$ cat src/rtl/bus_arbiter_pkg.sv
// bus_arbiter_pkg: shared encodings for the two-master system bus arbiter.
// Latency: n/a (types and constants only).
// Backpressure: n/a.
// Contents: owner encoding (OWN_NONE/OWN_IF/OWN_MEM) and bus data_size codes.
package bus_arbiter_pkg;

  // Who currently holds, or is being forwarded, the system bus.
  typedef enum logic [1:0] {
    OWN_NONE = 2'd0,
    OWN_IF   = 2'd1,
    OWN_MEM  = 2'd2
  } owner_t;

  // One-hot transfer size codes on bus_data_size / mem_data_size.
  localparam logic [2:0] SIZE_BYTE = 3'b001;
  localparam logic [2:0] SIZE_HALF = 3'b010;
  localparam logic [2:0] SIZE_WORD = 3'b100;

  // Width of the fetch starvation counter; STARVE_MAX must fit (1..15).
  localparam int STARVE_W = 4;

  // True for the three legal size codes.
  function automatic logic size_valid(input logic [2:0] sz);
    return (sz == SIZE_BYTE) || (sz == SIZE_HALF) || (sz == SIZE_WORD);
  endfunction

endpackage

$ cat src/rtl/bus_arbiter_if.sv
// bus_arbiter_if: fetch port, memory-stage port and system bus signals.
// Latency: n/a (wiring only).
// Backpressure: rw_wait level stalls toward each master, bus_rw_wait from memory.
// Modports: slave = arbiter view, master = view of the requesters plus memory.
interface bus_arbiter_if;

  // Instruction fetch port (read-only)
  logic [31:0] if_addr;
  logic        if_rd_req;
  logic        if_rw_wait;
  logic [31:0] if_rd_data;

  // Memory-stage load/store/swap port
  logic [31:0] mem_busaddr;
  logic        mem_rd_req;
  logic        mem_wr_req;
  logic [31:0] mem_wr_data;
  logic [2:0]  mem_data_size;
  logic        mem_lock;
  logic        mem_rw_wait;
  logic [31:0] mem_rd_data;

  // System memory bus
  logic [31:0] bus_addr;
  logic        bus_rd_req;
  logic        bus_wr_req;
  logic [31:0] bus_wr_data;
  logic [2:0]  bus_data_size;
  logic        bus_rw_wait;
  logic [31:0] bus_rd_data;

  // Status
  logic        grant_mem;

  modport slave (
    input  if_addr, if_rd_req,
    output if_rw_wait, if_rd_data,
    input  mem_busaddr, mem_rd_req, mem_wr_req, mem_wr_data, mem_data_size, mem_lock,
    output mem_rw_wait, mem_rd_data,
    output bus_addr, bus_rd_req, bus_wr_req, bus_wr_data, bus_data_size,
    input  bus_rw_wait, bus_rd_data,
    output grant_mem
  );

  modport master (
    output if_addr, if_rd_req,
    input  if_rw_wait, if_rd_data,
    output mem_busaddr, mem_rd_req, mem_wr_req, mem_wr_data, mem_data_size, mem_lock,
    input  mem_rw_wait, mem_rd_data,
    input  bus_addr, bus_rd_req, bus_wr_req, bus_wr_data, bus_data_size,
    output bus_rw_wait, bus_rd_data,
    input  grant_mem
  );

endinterface

$ cat src/rtl/bus_arb_mux.sv
// bus_arb_mux: forwards the selected master's addr/req/wr_data/size to the bus.
// Latency: purely combinational, zero cycles.
// Backpressure: none here; stalls are generated by bus_arbiter.
// Ports: sel (owner_t), fetch request fields, memory-stage request fields, bus_* outputs.
module bus_arb_mux
  import bus_arbiter_pkg::*;
(
  input  owner_t      sel,
  input  logic [31:0] if_addr,
  input  logic        if_rd_req,
  input  logic [31:0] mem_addr,
  input  logic        mem_rd_req,
  input  logic        mem_wr_req,
  input  logic [31:0] mem_wr_data,
  input  logic [2:0]  mem_size,
  output logic [31:0] bus_addr,
  output logic        bus_rd_req,
  output logic        bus_wr_req,
  output logic [31:0] bus_wr_data,
  output logic [2:0]  bus_data_size
);

  always_comb begin
    // Requests default low; addr/data are don't-care when nobody is selected.
    bus_addr      = if_addr;
    bus_rd_req    = 1'b0;
    bus_wr_req    = 1'b0;
    bus_wr_data   = mem_wr_data;
    bus_data_size = SIZE_WORD;
    case (sel)
      OWN_IF: begin
        bus_addr   = if_addr;
        bus_rd_req = if_rd_req;
      end
      OWN_MEM: begin
        // rd and wr both high is illegal upstream; pass both through unchanged.
        bus_addr      = mem_addr;
        bus_rd_req    = mem_rd_req;
        bus_wr_req    = mem_wr_req;
        bus_data_size = mem_size;
      end
      default: ;
    endcase
  end

endmodule

$ cat src/rtl/bus_arbiter.sv
// bus_arbiter: two-master (fetch / memory stage) arbiter for the system memory bus.
// Latency: zero-cycle combinational grant from idle; ownership held across bus wait states.
// Backpressure: loser and idle masters see rw_wait=1; owner sees bus_rw_wait.
// Ports: clk, rst (async, active-high), bus (bus_arbiter_if.slave).
// Optional: define ARB_LOCK_EN to honour mem_lock (SWP pairs, LDM/STM bursts).
module bus_arbiter
  import bus_arbiter_pkg::*;
#(
  parameter int STARVE_MAX = 4  // MEM completions fetch may lose before it is forced in (1..15)
)
(
  input  logic          clk,
  input  logic          rst,
  bus_arbiter_if.slave  bus
);

  localparam logic [STARVE_W-1:0] STARVE_LIM = STARVE_W'(STARVE_MAX);

  owner_t              owner, owner_nxt;
  owner_t              fwd;        // master forwarded to the bus this cycle
  logic [STARVE_W-1:0] starve_cnt, starve_nxt;
  logic                lock_hold, lock_nxt;
  logic                mem_req, fwd_req, done_if, done_mem, starved;

  always_ff @(posedge clk or posedge rst) begin
    if (rst) begin
      owner      <= OWN_NONE;
      starve_cnt <= '0;
      lock_hold  <= 1'b0;
    end else begin
      owner      <= owner_nxt;
      starve_cnt <= starve_nxt;
      lock_hold  <= lock_nxt;
    end
  end

  always_comb begin
    mem_req = bus.mem_rd_req | bus.mem_wr_req;
    starved = (starve_cnt == STARVE_LIM);

    // Selection: an established owner keeps the bus; from idle MEM wins
    // unless fetch has been starved; an active lock shuts fetch out.
    fwd = owner;
    if (rst) begin
      fwd = OWN_NONE;
    end else if (owner == OWN_NONE) begin
      if (lock_hold)
        fwd = mem_req ? OWN_MEM : OWN_NONE;
      else if (mem_req && !(bus.if_rd_req && starved))
        fwd = OWN_MEM;
      else if (bus.if_rd_req)
        fwd = OWN_IF;
      else
        fwd = OWN_NONE;
    end

    fwd_req  = (fwd == OWN_IF)  ? bus.if_rd_req :
               (fwd == OWN_MEM) ? mem_req : 1'b0;
    done_if  = (fwd == OWN_IF)  && bus.if_rd_req && !bus.bus_rw_wait;
    done_mem = (fwd == OWN_MEM) && mem_req && !bus.bus_rw_wait;

    // Ownership only persists while the forwarded request is stalled; both a
    // completion and a dropped request (flush) release the bus at this edge.
    owner_nxt = (fwd_req && bus.bus_rw_wait) ? fwd : OWN_NONE;

    starve_nxt = starve_cnt;
    if (!bus.if_rd_req || done_if)
      starve_nxt = '0;
    else if (done_mem && !starved)
      starve_nxt = starve_cnt + 1'b1;

`ifdef ARB_LOCK_EN
    lock_nxt = lock_hold;
    if (done_mem)
      lock_nxt = bus.mem_lock;
    else if (!mem_req && !bus.mem_lock)
      lock_nxt = 1'b0;
`else
    lock_nxt = 1'b0;
`endif
  end

`ifndef ARB_LOCK_EN
  logic unused_lock;
  assign unused_lock = bus.mem_lock;
`endif

  bus_arb_mux u_mux (
    .sel           (fwd),
    .if_addr       (bus.if_addr),
    .if_rd_req     (bus.if_rd_req),
    .mem_addr      (bus.mem_busaddr),
    .mem_rd_req    (bus.mem_rd_req),
    .mem_wr_req    (bus.mem_wr_req),
    .mem_wr_data   (bus.mem_wr_data),
    .mem_size      (bus.mem_data_size),
    .bus_addr      (bus.bus_addr),
    .bus_rd_req    (bus.bus_rd_req),
    .bus_wr_req    (bus.bus_wr_req),
    .bus_wr_data   (bus.bus_wr_data),
    .bus_data_size (bus.bus_data_size)
  );

  assign bus.if_rw_wait  = !((fwd == OWN_IF)  && !bus.bus_rw_wait);
  assign bus.mem_rw_wait = !((fwd == OWN_MEM) && !bus.bus_rw_wait);
  assign bus.grant_mem   = (fwd == OWN_MEM);
  assign bus.if_rd_data  = bus.bus_rd_data;
  assign bus.mem_rd_data = bus.bus_rd_data;

endmodule

$ cat src/flat_wrapper.sv
// flat-port wrapper written by rule: the top's interface ports become plain ports
module bus_arbiter_flat import bus_arbiter_pkg::*;
#(
  parameter int STARVE_MAX = 4                                                                  
)
  (clk, rst, bus_if_addr, bus_if_rd_req, bus_if_rw_wait, bus_if_rd_data, bus_mem_busaddr, bus_mem_rd_req, bus_mem_wr_req, bus_mem_wr_data, bus_mem_data_size, bus_mem_lock, bus_mem_rw_wait, bus_mem_rd_data, bus_bus_addr, bus_bus_rd_req, bus_bus_wr_req, bus_bus_wr_data, bus_bus_data_size, bus_bus_rw_wait, bus_bus_rd_data, bus_grant_mem);
  bus_arbiter_if bus_i ();
  input  logic clk;
  input  logic rst;
  input wire logic [$bits(bus_i.if_addr)-1:0] bus_if_addr;
  input wire logic [$bits(bus_i.if_rd_req)-1:0] bus_if_rd_req;
  output wire logic [$bits(bus_i.if_rw_wait)-1:0] bus_if_rw_wait;
  output wire logic [$bits(bus_i.if_rd_data)-1:0] bus_if_rd_data;
  input wire logic [$bits(bus_i.mem_busaddr)-1:0] bus_mem_busaddr;
  input wire logic [$bits(bus_i.mem_rd_req)-1:0] bus_mem_rd_req;
  input wire logic [$bits(bus_i.mem_wr_req)-1:0] bus_mem_wr_req;
  input wire logic [$bits(bus_i.mem_wr_data)-1:0] bus_mem_wr_data;
  input wire logic [$bits(bus_i.mem_data_size)-1:0] bus_mem_data_size;
  input wire logic [$bits(bus_i.mem_lock)-1:0] bus_mem_lock;
  output wire logic [$bits(bus_i.mem_rw_wait)-1:0] bus_mem_rw_wait;
  output wire logic [$bits(bus_i.mem_rd_data)-1:0] bus_mem_rd_data;
  output wire logic [$bits(bus_i.bus_addr)-1:0] bus_bus_addr;
  output wire logic [$bits(bus_i.bus_rd_req)-1:0] bus_bus_rd_req;
  output wire logic [$bits(bus_i.bus_wr_req)-1:0] bus_bus_wr_req;
  output wire logic [$bits(bus_i.bus_wr_data)-1:0] bus_bus_wr_data;
  output wire logic [$bits(bus_i.bus_data_size)-1:0] bus_bus_data_size;
  input wire logic [$bits(bus_i.bus_rw_wait)-1:0] bus_bus_rw_wait;
  input wire logic [$bits(bus_i.bus_rd_data)-1:0] bus_bus_rd_data;
  output wire logic [$bits(bus_i.grant_mem)-1:0] bus_grant_mem;
  assign bus_i.if_addr = bus_if_addr;
  assign bus_i.if_rd_req = bus_if_rd_req;
  assign bus_if_rw_wait = bus_i.if_rw_wait;
  assign bus_if_rd_data = bus_i.if_rd_data;
  assign bus_i.mem_busaddr = bus_mem_busaddr;
  assign bus_i.mem_rd_req = bus_mem_rd_req;
  assign bus_i.mem_wr_req = bus_mem_wr_req;
  assign bus_i.mem_wr_data = bus_mem_wr_data;
  assign bus_i.mem_data_size = bus_mem_data_size;
  assign bus_i.mem_lock = bus_mem_lock;
  assign bus_mem_rw_wait = bus_i.mem_rw_wait;
  assign bus_mem_rd_data = bus_i.mem_rd_data;
  assign bus_bus_addr = bus_i.bus_addr;
  assign bus_bus_rd_req = bus_i.bus_rd_req;
  assign bus_bus_wr_req = bus_i.bus_wr_req;
  assign bus_bus_wr_data = bus_i.bus_wr_data;
  assign bus_bus_data_size = bus_i.bus_data_size;
  assign bus_i.bus_rw_wait = bus_bus_rw_wait;
  assign bus_i.bus_rd_data = bus_bus_rd_data;
  assign bus_grant_mem = bus_i.grant_mem;
  bus_arbiter #(.STARVE_MAX(STARVE_MAX)) u_core (.clk(clk), .rst(rst), .bus(bus_i));
endmodule
$ cat config.mk
export PLATFORM = sky130hd
export DESIGN_NAME = bus_arbiter_flat
export DESIGN_NICKNAME = d
export VERILOG_FILES = /design/src/rtl/bus_arbiter_pkg.sv /design/src/rtl/bus_arbiter_if.sv /design/src/rtl/bus_arb_mux.sv /design/src/rtl/bus_arbiter.sv /design/src/flat_wrapper.sv
export SDC_FILE = /design/constraint.sdc
export NUM_CORES = 1
export LEC_CHECK = 0
export BUFFER_PORTS_ARGS = -buffer_cell sky130_fd_sc_hd__buf_2
export CORE_AREA = 2 2 107 109
export CTS_CLUSTER_SIZE = 14
export DETAILED_ROUTE_END_ITERATION = 6
export DIE_AREA = 0 0 109 111
export PLACE_DENSITY = 0.62
export REMOVE_ABC_BUFFERS = 1
export SLEW_MARGIN = 10
export SYNTH_ARGS = -nofsm -noshare
export SYNTH_HDL_FRONTEND = slang
export SYNTH_SLANG_ARGS = --single-unit
$ cat constraint.sdc
create_clock -name clk -period 2.7 [get_ports clk]
set_input_delay 0.54 -clock clk [delete_from_list [all_inputs] [get_ports clk]]
set_output_delay 0.54 -clock clk [all_outputs]
set_load 0.005 [all_outputs]
==> results.md <==
* Top cell family by delay on the critical path: buffers and inverters
* Area growth syn-to-layout at 38.49%
* Core Footprint at 0.01108 sq mm
* Initial antenna violation count at 0
* Initial Utilization at 14.23%
* Syn Std Cell Area at 0.001577 sq mm
* IO Count at 274
* PortBufs at 112
* Met3 wire length at 3842 microns
* Die W at 109 microns
* Fillcell total at 1218
* Unrepaired setup endpoints after global routing: true
* HP Class: in2async
* Final setup viols at 37
* Worst EP arrival at 2.36 ns
* Number of DRC markers in iteration 0 at 67
* Slew HR at 76.28%
* Die H at 111 microns
* Worst VDD drop at 266.1 uV
* Clock Power Share at 34.0%
* Synth warn at 0
* Cells after Synth at 184
* Power Dens Cells at 327.7 mW/mm^2
* Critical path's slowest cell: dfrtp_1
* ANT cells at 0
* CP peak stage delay at 0.36 ns
* Period utilisation layout at 107.6%
* Yosys cell types at 28
* Non-Filler Instances at 359
* Crit path launch type: register
* Nets@finish at 360
* GRT Resource Usage Total at 19.39%
* CTS Buf Count at 3
* Multi-input gate area at 799.5 sq um
* Avg Synthesized Cell Area at 8.568 sq um
* Storage cell area at 150.1 sq um
* Root Buffer: clkbuf_16
* Wl on met1 at 3120 microns
* Dpl hpwl at 10980 microns
* Setup ws final at -0.2041 ns
* Latest clock arrival within the worst-skew pair at 0.23 ns
* GPL Wtd Cong at 0.9092
* CP bufs+invs at 5
* Failing checks: setup timing
* Clock tree from TritonCTS: built
* Gr ovfl total at 0
* Worst-path cell chain: inv_2 > ha_4 > and4b_2 > o41a_1 > inv_2 > ha_4 > buf_12 > buf_16 > mux2_2 > buf_2
* FF+latch count, synth at 6
* Final core utilization at 19.71%
* Clock skew at 0.001300 ns
* # rows at 39
* Outcome: complete, but fails checks
* Switching part of the total at 26.41%
* Seq/Total Area, Yosys at 9.524%
* Flop pwr share at 13.1%
* Comb power frac at 52.9%
* Required @ worst endpoint at 2.16 ns
* CTS clk-pin slew, worst paths at 0.04 ns
* Pint at 0.0005265 W
* Setup Crit Path Kind: reg2out
* # Max-Cap Violations at 0
* # H-tree levels at 1
* Standby leakage power at 1.096 nW
* Routed wire length at 12570 microns
* Largest net degree at the start of global routing at 18
* Layout cells sized above 1 at 81.02%
* Global-route wire length before repair at 15350 microns
* Placed cell count at 348
* Reg2Reg Depth at 11
* Vias after detailed routing at 1457
* Top layer in use: met4
* WP depth at 10
* Vias in the first global route at 1581
* Slew @ Worst Pin at 0.3526 ns
* DR WL/cell at 35.01 microns
* Slew Viols, Final at 0
* Number of remaining DRC errors at 0
* CP Capture Type: primary output
* Max Fclk at 344.3 MHz
* Die ar. at 0.01210 sq mm
* Pre-CTS setup slack at -0.09708 ns
* TNS Setup at -4.449 ns
* Max Root-Sink Buffers at 2
* Metal2 WL at 5568 microns
* Switching pwr at 0.0001889 W
* 1st-pass router iterations at 4
* Final ANT Viol Nets at 0
* Max FO, Critical Path at 5
* Number of vias per cell at 4.058
* # clock sinks at 6
* Final Hold Viols at 0
* Final Total Pwr at 0.0007154 W
* Post-layout min period at 2.904 ns
-- worst paths after layout --
check,startpoint,end,slack [ns]
hold / removal,rst,u_core.starve_cnt[1]$_DFFE_PP0P_,0.35
hold reg to reg,u_core.starve_cnt[3]$_DFFE_PP0P_,u_core.starve_cnt[3]$_DFFE_PP0P_,0.58
setup reg to reg,u_core.starve_cnt[0]$_DFFE_PP0P_,u_core.starve_cnt[1]$_DFFE_PP0P_,0.18
min in group clk,u_core.starve_cnt[3]$_DFFE_PP0P_,u_core.starve_cnt[3]$_DFFE_PP0P_,0.58
setup / recovery,u_core.starve_cnt[0]$_DFFE_PP0P_,bus_bus_addr[24],-0.20
max in group asynchronous,rst,u_core.starve_cnt[2]$_DFFE_PP0P_,2.23
-- metal layers --
metal	track usage, %	up-vias
met5	2.679	-
met4	1.453	0
met3	26.40	7
met2	30.64	251
met1	14.26	614
li1	-	585
-- cells in the final DEF (no fill, tap or decap), types with 3 or more instances in the layout --
| cell type | n |
|---|---|
| buf_2 | 85 |
| buf_6 | 29 |
| mux2_4 | 26 |
| buf_4 | 11 |
| mux2_2 | 6 |
| dfrtp_1 | 6 |
| nand2b_1 | 4 |
| inv_1 | 4 |
| a21oi_1 | 3 |
| clkbuf_16 | 3 |
| buf_16 | 3 |
-- area by class of cell --
| type | instances | area share [%] |
|---|---|---|
| timing repair buffer | 130 | 43.84 |
| multi-input combinational | 71 | 36.62 |
| tap | 143 | 8.195 |
| sequential | 6 | 6.877 |
| clock buffer | 3 | 3.438 |
| inverter | 6 | 1.032 |
-- kinds of logic after synthesis --
group,synth area share [%]
buf+inv,48.73
mux,23.49
fa+ha+maj,3.175
flops,9.524
simple gates,9.841
compound gates,5.238
-- what timing repair did --
| action | CTS | global route |
|---|---|---|
| gates resized for setup | 44 | 24 |
| endpoints found under the hold margin | 0 | 0 |
| buffers inserted | 6 | 0 |
| setup endpoints to repair | 37 | 38 |
| cloned | 3 | 0 |
| hold buffers | 0 | 0 |
-- flip-flops by register name, summed over array words and instances (netlist names) --
name / flops
u_core.owner: 2
u_core.starve_cnt: 4
-- worst register-to-register path, delay by kind of cell, from the launching register on --
| family | cells | cell delay (ns) |
|---|---|---|
| compound gates | 2 | 0.49 |
| buf+inv | 4 | 0.47 |
| fa+ha+maj | 2 | 0.35 |
| simple gates | 3 | 0.77 |
| flops | 1 | 0.36 |
-- synth_stat cells, drive strengths merged --
| cell | number | area, sq um |
|---|---|---|
| buf | 101 | 745.7 |
| mux2 | 32 | 360.4 |
| dfrtp | 6 | 150.1 |
| inv | 6 | 22.52 |
| nand2b | 5 | 31.28 |
| ha | 4 | 50.05 |
| a21oi | 3 | 15.01 |
| and2 | 3 | 18.77 |
| nand3 | 2 | 10.01 |
| nor2 | 2 | 7.510 |
| nor3b | 2 | 15.01 |
| o31ai | 2 | 15.01 |
| or4 | 2 | 15.01 |
| a22oi | 1 | 7.510 |
| a2bb2oi | 1 | 8.760 |
| and3b | 1 | 12.51 |
| and4b | 1 | 11.26 |
| mux2i | 1 | 10.01 |
| nand2 | 1 | 3.750 |
| nand3b | 1 | 7.510 |
| nor2b | 1 | 6.260 |
| nor4 | 1 | 6.260 |
| o21bai | 1 | 7.510 |
| o221ai | 1 | 8.760 |
| o41a | 1 | 11.26 |
| o41ai | 1 | 8.760 |
| or4b | 1 | 10.01 |
-- stage by stage --
stage / hold slack [ns] / area, sq um
global placement: 0.5435 / 1660
global route: 0.3673 / 2183
CTS: 0.3352 / 2063
finish: 0.3466 / 2183
detailed placement: 0.5552 / 1660
floorplan: 0.3388 / 830.8
-- power by group through the flow --
stage | sequential [W] | combinational (W) | clock [W]
2_1_floorplan | 0.0000947 | 0.000101 | 0
3_3_place_gp | 0.0000942 | 0.000240 | 0
3_5_place_dp | 0.0000943 | 0.000241 | 0
4_1_cts | 0.0000933 | 0.000345 | 0.000245
5_1_grt | 0.0000936 | 0.000403 | 0.000253
6_report | 0.0000934 | 0.000379 | 0.000243
(Power assumes the default switching activity.)
